[config.mk]
export PLATFORM = sky130hd
export DESIGN_NAME = mouse_packet_decoder
export DESIGN_NICKNAME = d
export VERILOG_FILES = /design/src/rtl/mouse_pkg.sv /design/src/rtl/mouse_axis_accum.sv /design/src/rtl/mouse_packet_decoder.sv
export SDC_FILE = /design/constraint.sdc
export NUM_CORES = 1
export LEC_CHECK = 0
export ABC_CLOCK_PERIOD_IN_PS = 3750
export CORE_MARGIN = 2
export CORE_UTILIZATION = 57
export DETAILED_ROUTE_END_ITERATION = 10
export GPL_TIMING_DRIVEN = 0
export PLACE_DENSITY = 0.8
export SLEW_MARGIN = 20
export SYNTH_ARGS = -nofsm -noshare
export SYNTH_HDL_FRONTEND = slang
export SYNTH_SLANG_ARGS = --single-unit
[constraint.sdc]
create_clock -name CLK -period 3.75 [get_ports CLK]
set_clock_uncertainty 0.15 [all_clocks]
set_input_delay 0.5625 -clock CLK [delete_from_list [all_inputs] [get_ports CLK]]
set_output_delay 0.5625 -clock CLK [all_outputs]
set_load 0.01 [all_outputs]
[src/rtl/mouse_pkg.sv]
// mouse_pkg
//   Shared types and constants for the PS/2 mouse packet decoder.
//   - state_t      : packet assembly state (which byte is expected next)
//   - BIT_*        : bit positions of the fields inside packet byte 0
package mouse_pkg;

    typedef enum logic [1:0] {
        WAIT_B0 = 2'd0,
        WAIT_B1 = 2'd1,
        WAIT_B2 = 2'd2
    } state_t;

    // Byte 0 layout: buttons, sync marker, delta sign bits, overflow bits.
    localparam int BIT_L    = 0;
    localparam int BIT_R    = 1;
    localparam int BIT_M    = 2;
    localparam int BIT_SYNC = 3;
    localparam int BIT_XS   = 4;
    localparam int BIT_YS   = 5;
    localparam int BIT_XV   = 6;
    localparam int BIT_YV   = 7;

endpackage

[src/rtl/mouse_axis_accum.sv]
// mouse_axis_accum
//   Combinational next-position calculation for one cursor axis.
//   next_pos = clamp(pos +/- delta, 0, max_pos); the delta is ignored when
//   the overflow flag is set. INVERT=1 subtracts the delta, which is used
//   for Y because PS/2 reports +Y as up while the screen has 0 at the top.
// Ports:
//   pos      in  8  current position
//   delta    in  9  two's-complement movement {sign, magnitude byte}
//   ovf      in  1  overflow flag; forces the delta to zero
//   max_pos  in  8  upper clamp limit
//   next_pos out 8  clamped position to load at commit
module mouse_axis_accum #(
    parameter bit INVERT = 1'b0
) (
    input  logic [7:0] pos,
    input  logic [8:0] delta,
    input  logic       ovf,
    input  logic [7:0] max_pos,
    output logic [7:0] next_pos
);

    logic signed [9:0] d_ext;
    logic signed [9:0] sum;

    // 10 bits signed holds 0..255 +/- 256 without wrapping.
    // NOTE: every variable assigned in this block gets a value on every
    // path, otherwise synthesis infers a latch.
    always_comb begin
        d_ext = ovf ? 10'sd0 : $signed({delta[8], delta});
        if (INVERT) sum = $signed({2'b00, pos}) - d_ext;
        else        sum = $signed({2'b00, pos}) + d_ext;

        if (sum < 10'sd0)                          next_pos = 8'd0;
        else if (sum > $signed({2'b00, max_pos}))  next_pos = max_pos;
        else                                       next_pos = sum[7:0];
    end

endmodule

[src/rtl/mouse_packet_decoder.sv]
// mouse_packet_decoder
//   Assembles 3-byte PS/2 stream-mode packets and keeps an absolute, clamped
//   cursor position plus the last status byte. X, Y and STATUS update on the
//   same edge, one cycle after the third byte is sampled.
// Ports:
//   CLK           in   1  system clock, rising edge
//   RESET_N       in   1  asynchronous active-low reset
//   ENABLE        in   1  stream mode active; low resyncs and ignores bytes
//   BYTE_IN       in   8  received byte, valid with BYTE_VALID
//   BYTE_VALID    in   1  one-cycle strobe per byte
//   MOUSE_X       out  8  cursor X, 0..X_MAX
//   MOUSE_Y       out  8  cursor Y, 0..Y_MAX, 0 at top
//   MOUSE_STATUS  out  8  byte 0 of the last committed packet
//   PACKET_DONE   out  1  one-cycle pulse when the outputs update
//   SYNC_ERR      out  1  one-cycle pulse when a byte or partial packet is dropped
module mouse_packet_decoder
    import mouse_pkg::*;
#(
    parameter int X_MAX        = 159,
    parameter int Y_MAX        = 119,
    parameter int X_INIT       = 80,
    parameter int Y_INIT       = 60,
    parameter int SYNC_TIMEOUT = 2000000
) (
    input  logic       CLK,
    input  logic       RESET_N,
    input  logic       ENABLE,
    input  logic [7:0] BYTE_IN,
    input  logic       BYTE_VALID,
    output logic [7:0] MOUSE_X,
    output logic [7:0] MOUSE_Y,
    output logic [7:0] MOUSE_STATUS,
    output logic       PACKET_DONE,
    output logic       SYNC_ERR
);

    localparam int              CNT_W    = (SYNC_TIMEOUT > 1) ? $clog2(SYNC_TIMEOUT) : 1;
    localparam logic [CNT_W-1:0] CNT_LAST = CNT_W'(SYNC_TIMEOUT - 1);

    state_t           state;
    logic [CNT_W-1:0] idle_cnt;
    logic [7:0]       b0_q, b1_q, b2_q;
    logic             commit_q;   // full packet captured; outputs load next edge
    logic             err_pend;   // SYNC_ERR deferred so it never overlaps PACKET_DONE
    logic [7:0]       next_x, next_y;

    mouse_axis_accum #(.INVERT(1'b0)) u_x_accum (
        .pos      (MOUSE_X),
        .delta    ({b0_q[BIT_XS], b1_q}),
        .ovf      (b0_q[BIT_XV]),
        .max_pos  (8'(X_MAX)),
        .next_pos (next_x)
    );

    mouse_axis_accum #(.INVERT(1'b1)) u_y_accum (
        .pos      (MOUSE_Y),
        .delta    ({b0_q[BIT_YS], b2_q}),
        .ovf      (b0_q[BIT_YV]),
        .max_pos  (8'(Y_MAX)),
        .next_pos (next_y)
    );

    // NOTE: sequential state uses non-blocking assignments so every register
    // samples pre-edge values, regardless of statement order.
    always_ff @(posedge CLK or negedge RESET_N) begin
        if (!RESET_N) begin
            state        <= WAIT_B0;
            idle_cnt     <= '0;
            b0_q         <= 8'h00;
            b1_q         <= 8'h00;
            b2_q         <= 8'h00;
            commit_q     <= 1'b0;
            err_pend     <= 1'b0;
            MOUSE_X      <= 8'(X_INIT);
            MOUSE_Y      <= 8'(Y_INIT);
            MOUSE_STATUS <= 8'h00;
            PACKET_DONE  <= 1'b0;
            SYNC_ERR     <= 1'b0;
        end else begin
            PACKET_DONE <= 1'b0;
            SYNC_ERR    <= err_pend;
            err_pend    <= 1'b0;
            commit_q    <= 1'b0;

            // A packet captured on the previous edge always completes, even
            // if ENABLE has since dropped: it was already accepted.
            if (commit_q) begin
                MOUSE_X      <= next_x;
                MOUSE_Y      <= next_y;
                MOUSE_STATUS <= b0_q;
                PACKET_DONE  <= 1'b1;
            end

            if (!ENABLE) begin
                state    <= WAIT_B0;
                idle_cnt <= '0;
            end else if (BYTE_VALID) begin
                // A byte arriving on the expiry cycle wins over the timeout.
                idle_cnt <= '0;
                case (state)
                    WAIT_B0: begin
                        if (BYTE_IN[BIT_SYNC]) begin
                            b0_q  <= BYTE_IN;
                            state <= WAIT_B1;
                        end else if (commit_q) begin
                            err_pend <= 1'b1;
                        end else begin
                            SYNC_ERR <= 1'b1;
                        end
                    end
                    WAIT_B1: begin
                        b1_q  <= BYTE_IN;
                        state <= WAIT_B2;
                    end
                    WAIT_B2: begin
                        b2_q     <= BYTE_IN;
                        state    <= WAIT_B0;
                        commit_q <= 1'b1;
                    end
                    default: state <= WAIT_B0;
                endcase
            end else if (state != WAIT_B0) begin
                if (idle_cnt == CNT_LAST) begin
                    state    <= WAIT_B0;
                    idle_cnt <= '0;
                    SYNC_ERR <= 1'b1;
                end else begin
                    idle_cnt <= idle_cnt + 1'b1;
                end
            end else begin
                idle_cnt <= '0;
            end
        end
    end

endmodule

# Word-level counts from Yosys, hierarchy flattened
# Cells that the tools add are included.
[classes] add_sub_neg=3 magnitude_cmp=4 eq_ne=6 muxes=31 n_reduce_logical=6
[op_table] cell="$mux 21" count=4
[op_table] cell="$mux 8" count=4
[op_table] cell="$add 21x1->21 const B" count=1
[op_table] cell="$eq 21x21->1 const B" count=1
[op_table] cell="$lt 10x1->1 const B" count=2
[op_table] cell="$mux 10" count=2
[op_table] cell="$mux 1" count=15
[op_table] cell="$add 9x10->10" count=1
[op_table] cell="$gt 10x8->1 const B" count=1
[op_table] cell="$gt 10x9->1 const B" count=1
[op_table] cell="$mux 2" count=5
[op_table] cell="$sub 9x10->10" count=1
[op_table] cell="$reduce_and 3->1" count=3
[op_table] cell="$ne 3x1->1 const B" count=2
[op_table] cell="$ne 4x4->1 const B" count=1
[op_table] cell="$pmux 2 s2" count=1
[op_table] cell="$reduce_and 4->1" count=1
[op_table] cell="$eq 2x1->1 const B" count=1
[op_table] cell="$eq 2x2->1 const B" count=1
[op_table] cell="$logic_not 2->1" count=1
[op_table] cell="$reduce_bool 2->1" count=1
[word_totals] regBits=75 input_bits=12 wordCells=62

# Longest topological paths before layout
# Gate-level depths: netlist (run 1).
[logic_depth] word_depth=5 ltp_mapped=11 mapped_depth_nobuf=10

# Cells and area by module
# Synthesis (run 1) repeated with hierarchy kept, for this count alone.
[unflattened] cells_unflattened=470 area_unflattened_um2=4763.3
[modules_own_cells] mod="mouse_packet_decoder" instances=1 cells_per_inst=249 area_per_inst_um2=3120.5
[modules_own_cells] mod="mouse_axis_accum at u_y_accum" instances=1 cells_per_inst=109 area_per_inst_um2=845.8
[modules_own_cells] mod="mouse_axis_accum at u_x_accum" instances=1 cells_per_inst=112 area_per_inst_um2=797.0

# Worst setup path before layout (run 1)
# No wires, ideal clock.
[synth_path] path_kind="flip-flop to flip-flop" start="register b0_q[7]" end="register MOUSE_Y[6]" t_arrival_ns=2.361 required_ns=3.474 setup_slack_ns=1.113 path_stages_with_launch=12 n_path_buf=1 period_less_slack_ns=2.637 cell_sequence="dfrtp_1 > clkbuf_1 > nor2b_1 > ha_1 > inv_1 > fa_1 > a211oi_2 > o31ai_2 > a211oi_1 > o221a_4 > nor2_2 > a221o_1"
[synth_between] elab_chain_len=5 elab_cells_between_ends=6
[synth_lines] element="start: declaration" line_no="mouse_packet_decoder.sv:42" rtl="logic [7:0] b0_q, b1_q, b2_q;"
[synth_lines] element="start signal: assignment" line_no="mouse_packet_decoder.sv:69" rtl="b0_q <= 8'h00;"
[synth_lines] element="start signal: assignment" line_no="mouse_packet_decoder.sv:103" rtl="b0_q <= BYTE_IN;"
[synth_lines] element="$mux 10 *" line_no="mouse_axis_accum.sv:29" rtl="d_ext = ovf ? 10'sd0 : $signed({delta[8], delta});"
[synth_lines] element="$sub 9x10->10 *" line_no="mouse_axis_accum.sv:30" rtl="if (INVERT) sum = $signed({2'b00, pos}) - d_ext;"
[synth_lines] element="$gt 10x8->1" line_no="mouse_axis_accum.sv:34" rtl="else if (sum > $signed({2'b00, max_pos})) next_pos = max_pos;"
[synth_lines] element="$mux 8" line_no="mouse_axis_accum.sv:34"
[synth_lines] element="$mux 8 *" line_no="mouse_axis_accum.sv:33" rtl="if (sum < 10'sd0) next_pos = 8'd0;"
[synth_lines] element="end signal: assignment" line_no="mouse_packet_decoder.sv:75" rtl="MOUSE_Y <= 8'(Y_INIT);"
[synth_lines] element="end signal: assignment" line_no="mouse_packet_decoder.sv:89" rtl="MOUSE_Y <= next_y;"
[synth_lines] element="end: declaration" line_no="mouse_packet_decoder.sv:31" rtl="output logic [7:0] MOUSE_Y,"
# Every way passes the cells marked *; elsewhere a longest branch is shown, timed or not.
# A chain may end at the register's enable or synchronous reset.

# Worst setup path after layout (run 1)
# Same ends and word-level chain as after synthesis.

==> results of run 1 <==
how the worst max path moves through the flow:
| stage | startpoint | to | slack (ns) | cells past startpoint |
|---|---|---|---|---|
| global route | b0_q[7] | MOUSE_Y[0] | 0.53 | 11 |
| CTS | b0_q[7] | MOUSE_Y[0] | 0.78 | 11 |
| floorplan | b0_q[7] | MOUSE_Y[6] | 1.11 | 11 |
| global placement | RESET_N | MOUSE_Y[1] | -0.52 | 1 |
| finish | b0_q[7] | MOUSE_Y[6] | 0.71 | 11 |
| detailed placement | b0_q[7] | MOUSE_Y[0] | 0.83 | 11 |
cell usage in the layout (no fill, tap or decap), types with 3 or more instances in the layout:
master           instances
dfrtp_1                 69
nand4_1                  5
nor2_1                  38
nand2_1                 42
inv_1                   11
ha_1                    18
buf_4                    3
nand3_1                 10
mux2_2                  23
nor2b_1                 20
xnor2_1                 11
xor2_1                  20
clkbuf_1                 3
dfstp_2                  6
a21oi_1                 13
clkdlybuf4s50_1         36
o21ai_0                  8
nor3_1                   7
a221o_1                  3
nand2b_1                10
o21ai_1                  3
clkbuf_8                11
o21a_1                   3
logic make-up after synthesis:
group           synth area share, %
mux                           6.544
fa+ha+maj                     6.703
buf+inv                       2.213
simple gates                  18.40
compound gates                11.26
flops                         47.61
xor+xnor                      7.272
through the flow:
stage	instances	utilization [%]	cell area (um^2)	total power [mW]	hold slack, ns
final	507	69.28	4681	2.744	-0.01205
after global routing	507	69.28	4681	2.900	0.02958
after CTS	507	69.28	4681	2.747	0.004471
after detailed placement	491	65.80	4446	2.020	0.3062
after global placement	490	65.54	4428	1.981	0.2936
after floorplan	373	-	3958	1.738	0.1169
sequential cells by signal, indices dropped and copies added, names as in the netlist:
signal        cells
b0_q              8
b1_q              8
idle_cnt         21
MOUSE_X           8
MOUSE_Y           8
b2_q              8
PACKET_DONE       1
err_pend          1
state             2
SYNC_ERR          1
MOUSE_STATUS      8
commit_q          1
critical path, stage by stage, from the launching register on:
cell and delay [ns]:
dfrtp_1 0.38, clkbuf_1 0.18, nor2b_1 0.15, ha_1 0.16, inv_1 0.05, fa_1 0.42, a211oi_2 0.32, o31ai_2 0.15
a211oi_1 0.39, o221a_4 0.27, nor2_2 0.06, a221o_1 0.26
layer usage:
layer  vias up  GRT usage, %  part of all wire [%]
li1       1394             -                     -
met1      1434         29.74                    45
met2        51         39.94                    50
met3        14         4.171                   3.2
met4         0         9.510                   2.1
met5         -             0                     0
cell type report:
cell class              count  area share (%)
plain buffers               7          0.9088
flip-flops and latches     75           40.26
multi-input cells         279           42.42
repair buffers             38           8.287
inverters                  12          0.9623
clock inverters             5           1.791
clock buffers              11           3.234
well taps                  80           2.138
power by group through the flow:
stage	Sequential, mW	Clock (mW)	Combinational (mW)
2_1_floorplan	1.04	0	0.701
5_1_grt	1.03	0.764	1.11
3_3_place_gp	1.02	0	0.960
6_report	1.01	0.723	1.01
4_1_cts	1.01	0.729	1.01
3_5_place_dp	1.03	0	0.993
==> metrics.txt, run 1 <==
Seq pwr share between 30% and 40%; register area between 1500 and 2000 um^2; routability cong. between 0.8 and 0.9; Synth top cells by count dfrtp_1, nand2_1, nor2_1; Critical Path Sink Type flop; worst reg2reg startpoint b0_q[7]; FFs w/ async S/R, synth 100.0%; post-synth top area cell dfrtp_1; antenna viol nets, final 0; Yosys cell types 56; fin crit period between 3 and 4 ns; Worst Path Arrival 3.13 ns; Int Pwr ~1.8 mW; final hold vios 5; port bufs 37; synthesis-to-layout area growth 18.27%; area of the multi-input gates a little under 2000 um^2; PostCTS Resize Cnt 0; crit-path max FO 10; total gr overflow 0; Yosys reg bits between 70 and 80; Post-Syn Area per Cell 10.61 um^2; required time worst endpoint ~3.8 ns; clock tree buffer depth 2; combinational share of power 36.8%; cell with the most instances after synthesis dfrtp_1; WS Path Type flop to flop; Layout Nets about 450; CTS root buffer clkbuf_8; overall routing resource usage 23.55%; sw frac ~33%; Placement Setup Slack 0.8272 ns; number of synthesized flops with an enable pin 0; cts hold-fix bufs 0; CTS HTree Levels 3; vias post-DR between 2000 and 3000; main flop type after synthesis dfrtp_1; relative slew slack just under 60%; Max Cap Viol 0; clk sinks 75; R2R setup slack about 0.7 ns; Psw around 0.90 mW; initial DRC count around 150; Filler Cells Inserted 528; Die Span Y between 80 and 90 um; # IOs 38; Gate Count Post-Synth 373; reg2reg path depth 11; Final Slew Violations 0; Seq/Total Area, Yosys 47.61%; setup TNS 0 ns; LEAKAGE 2.058 nW; Ys Warns 0; Mapped Nets just over 400; Initial Util approximately three fifths; ratio of cells with drive above 1 in the final layout 15.22%; FF-to-FF End MOUSE_Y[6]; period utilization between 80 and 90%; hold crit path type input port to asynchronous set/reset pin; Clock Pin Slew Worst Setup and Hold Paths 0.08 ns; drc violations 0; initial antenna violation count 0; Worst VDD drop between 0.0002 and 0.00025 V; Slew @ Worst Pin 0.6282 ns; RSZ-0062 raised after global routing false; Vias per Instance about 5.7; Cell Pwr Density between 500 and 600 nW/um^2; core footprint just under 7000 um^2; TritonCTS clock tree built; # rows 30; # diodes 0; Post-Syn Area 3958 um^2; vias in the first global route between 2000 and 3000; worst hold margin -0.01205 ns; die footprint 7626 um^2; Setup violations, final 0; largest net degree at the start of global routing 44; Fmax between 300 and 400 MHz; startpoint types flop; clock network power share a little over a quarter; status finished with violations; Die Span X a little under 90 um; Setup Buffers After CTS 0; first-pass detailed-route iteration total 4; worst skew pair latency about 0.35 ns; WL/cell 15.75 um; dpl hpwl approximately 5.8 mm; post-synth top area share a little over two fifths; top cells by area in the synthesized netlist dfrtp_1, mux2_2, ha_1; Routed Wire Length 7.983 mm; failing checks hold timing; global-route wire length before repair approximately 14 mm; Worst Setup Slack, final 0.7050 ns; CTS Buf Count 9
No activity file was read; power rests on OpenSTA's default activity.
==> run 2: changes to the inputs <==
--- a/config.mk
+++ b/config.mk
@@ -5,12 +5,12 @@
 export SDC_FILE = /design/constraint.sdc
 export NUM_CORES = 1
 export LEC_CHECK = 0
-export ABC_CLOCK_PERIOD_IN_PS = 3750
+export ABC_CLOCK_PERIOD_IN_PS = 2700
 export CORE_MARGIN = 2
-export CORE_UTILIZATION = 57
+export CORE_UTILIZATION = 52
 export DETAILED_ROUTE_END_ITERATION = 10
 export GPL_TIMING_DRIVEN = 0
-export PLACE_DENSITY = 0.8
+export PLACE_DENSITY = 0.76
 export SLEW_MARGIN = 20
 export SYNTH_ARGS = -nofsm -noshare
 export SYNTH_HDL_FRONTEND = slang
==> constraint.sdc (replaced) <==
create_clock -name CLK -period 2.7 [get_ports CLK]
set_clock_uncertainty 0.15 [all_clocks]
set_input_delay 0.405 -clock CLK [delete_from_list [all_inputs] [get_ports CLK]]
set_output_delay 0.405 -clock CLK [all_outputs]
set_load 0.01 [all_outputs]
==> run 2 against run 1 <==
The run now ends clean. Sequential power up 41%. Sequential share of layout area down 0.44 points. Register-to-register slack worse by 0.59 ns. Critical path depth down 3. Highest routed layer unchanged. Via count down 1.0%. Critical endpoint unchanged. Setup slack worse by 0.59 ns.
==> metrics.txt, run 2 (same netlist as run 1, synthesis figures left out) <==
Critical Path Sink Type flop; final hold vios 0; Hold EP idle_cnt[0]; Vias per Instance approximately 5.4; CTS root buffer clkbuf_8; Worst Path Arrival 2.68 ns; LEAKAGE 2.071 nW; Filler Cells Inserted 572; port bufs 37; max FFs per register 21; most frequent cells in the layout dfrtp_1, nand2_1, nor2_1, clkdlybuf4s50_1, mux2_2; Max Cap Viol 0; startpoint types flop; WS Path Type flop to flop; initial antenna violation count 0; worst skew pair latency between 0.3 and 0.4 ns; Setup violations, final 0; worst hold margin around 0.32 ns; hold crit path type flop to flop; crit-path max FO 7; antenna viol nets, final 0; Die Span Y ~91 um; # diodes 0; ratio of cells with drive above 1 in the final layout between 15 and 20%; CTS HTree Levels 3; first-pass detailed-route iteration total 4; Cell Pwr Density between 700 and 800 nW/um^2; Initial Util between 50 and 60%; core footprint 7331 um^2; Fmax ~390 MHz; WP buf/inv 1; overall routing resource usage between 20 and 25%; routability cong. roughly 0.84; Routed Wire Length roughly 7.9 mm; setup TNS 0 ns; period utilization between 90% and 100%; CP peak stage delay ~0.44 ns; relative slew slack 60.61%; most common cell after layout, fill and taps aside dfrtp_1; TritonCTS clock tree built; die footprint 8325 um^2; # rows 31; Layout Nets ~460; clk sinks 75; Crit path max-delay family compound AO/OA/AOI/OAI gates; synthesis-to-layout area growth 19.73%; worst reg2reg startpoint b0_q[7]; Finished Core Util 64.64%; Hold Crit Start idle_cnt[0]; required time worst endpoint between 2 and 3 ns; status finished, final reports clean; hold path cells 1; Placement Setup Slack -0.1757 ns; drc violations 0; R2R setup slack between 0.1 and 0.15 ns; global-route wire length before repair 13.37 mm; Worst VDD drop about 0.0004 V; Final Slew Violations 0; # IOs 38; largest net degree at the start of global routing 39; WL/cell ~15 um; fin crit period roughly 2.6 ns; Worst Setup Slack, final between 0.1 and 0.15 ns; Clock Pin Slew Worst Setup and Hold Paths ~0.080 ns; vias post-DR between 2000 and 3000; initial DRC count 124; Slew @ Worst Pin a little under 0.6 ns; RSZ-0062 raised after global routing false; clock tree buffer depth 2; total gr overflow 0; Reg with most FFs idle_cnt; vias in the first global route approximately 2900; slowest library cell on the worst path dfrtp_2; reg2reg path depth 8; cells along the critical path clkbuf_2 > nand2b_1 > ha_1 > a21oi_2 > nand2_1 > o221a_4 > o31a_1 > a221o_1; dpl hpwl roughly 5.7 mm; Die Span X ~91 um; CTS Buf Count 9; FF-to-FF End MOUSE_Y[6]
==> run 2: cell count changes in the layout (fill, tap and decap cells not counted), moves of 2 or more <==
cell / before / now
clkbuf_1: 3 / 1
dfrtp_2: 0 / 2
dfrtp_1: 69 / 67
clkinv_2: 0 / 2
buf_4: 3 / 6
clkinv_4: 0 / 2
==> run 2: worst max path at each step <==
stage	from	to	cells past startpoint	slack [ns]
finish	b0_q[7]	MOUSE_Y[6]	8	0.12
global route	b0_q[7]	MOUSE_Y[6]	10	0.02
CTS	b0_q[7]	MOUSE_Y[6]	10	0.06
detailed placement	b0_q[7]	MOUSE_Y[6]	11	-0.18
global placement	RESET_N	idle_cnt[14]	1	-1.45
floorplan	b0_q[7]	MOUSE_Y[6]	11	0.06
==> run 2: per-layer routing <==
layer / share of wire [%] / wire length (um) / track usage, %
met5: 0 / 0 / 0
met4: 1.7 / 135 / 7.576
met3: 2.7 / 211 / 4.481
met2: 50 / 3930 / 34.75
met1: 46 / 3592 / 25.33
==> run 2: power breakdown <==
part | internal, mW | switching [mW] | total [mW]
Clock | 0.451 | 0.430 | 0.882
Sequential | 1.30 | 0.113 | 1.42
Combinational | 0.723 | 0.733 | 1.46
Total | 2.48 | 1.28 | 3.75
==> run 2: layout make-up <==
type | instances | area [um^2] | share of cell area [%]
multi-input combinational | 279 | 2019 | 42.62
sequential | 75 | 1887 | 39.82
timing repair buffer | 43 | 425.4 | 8.978
clock buffer | 10 | 137.6 | 2.905
tap | 99 | 123.9 | 2.614
clock inverter | 6 | 65.06 | 1.373
inverter | 12 | 45.04 | 0.9506
buffer | 5 | 35.03 | 0.7394
==> run 2: per-stage QoR <==
step	instances	total power, mW	instance area [um^2]
2_1_floorplan	373	2.413	3958
3_3_place_gp	509	2.761	4452
3_5_place_dp	510	2.816	4469
4_1_cts	525	3.720	4684
5_1_grt	529	3.960	4738
6_report	529	3.753	4738
==> run 2: repair_timing <==
| item | CTS | global route |
|---|---|---|
| pin swaps | 1 | 2 |
| hold buffers | 1 | 0 |
| setup endpoints to repair | 14 | 13 |
| endpoints found under the hold margin | 35 | 0 |
| resized for setup | 4 | 4 |
| buffers inserted | 0 | 4 |
| cloned | 0 | 0 |
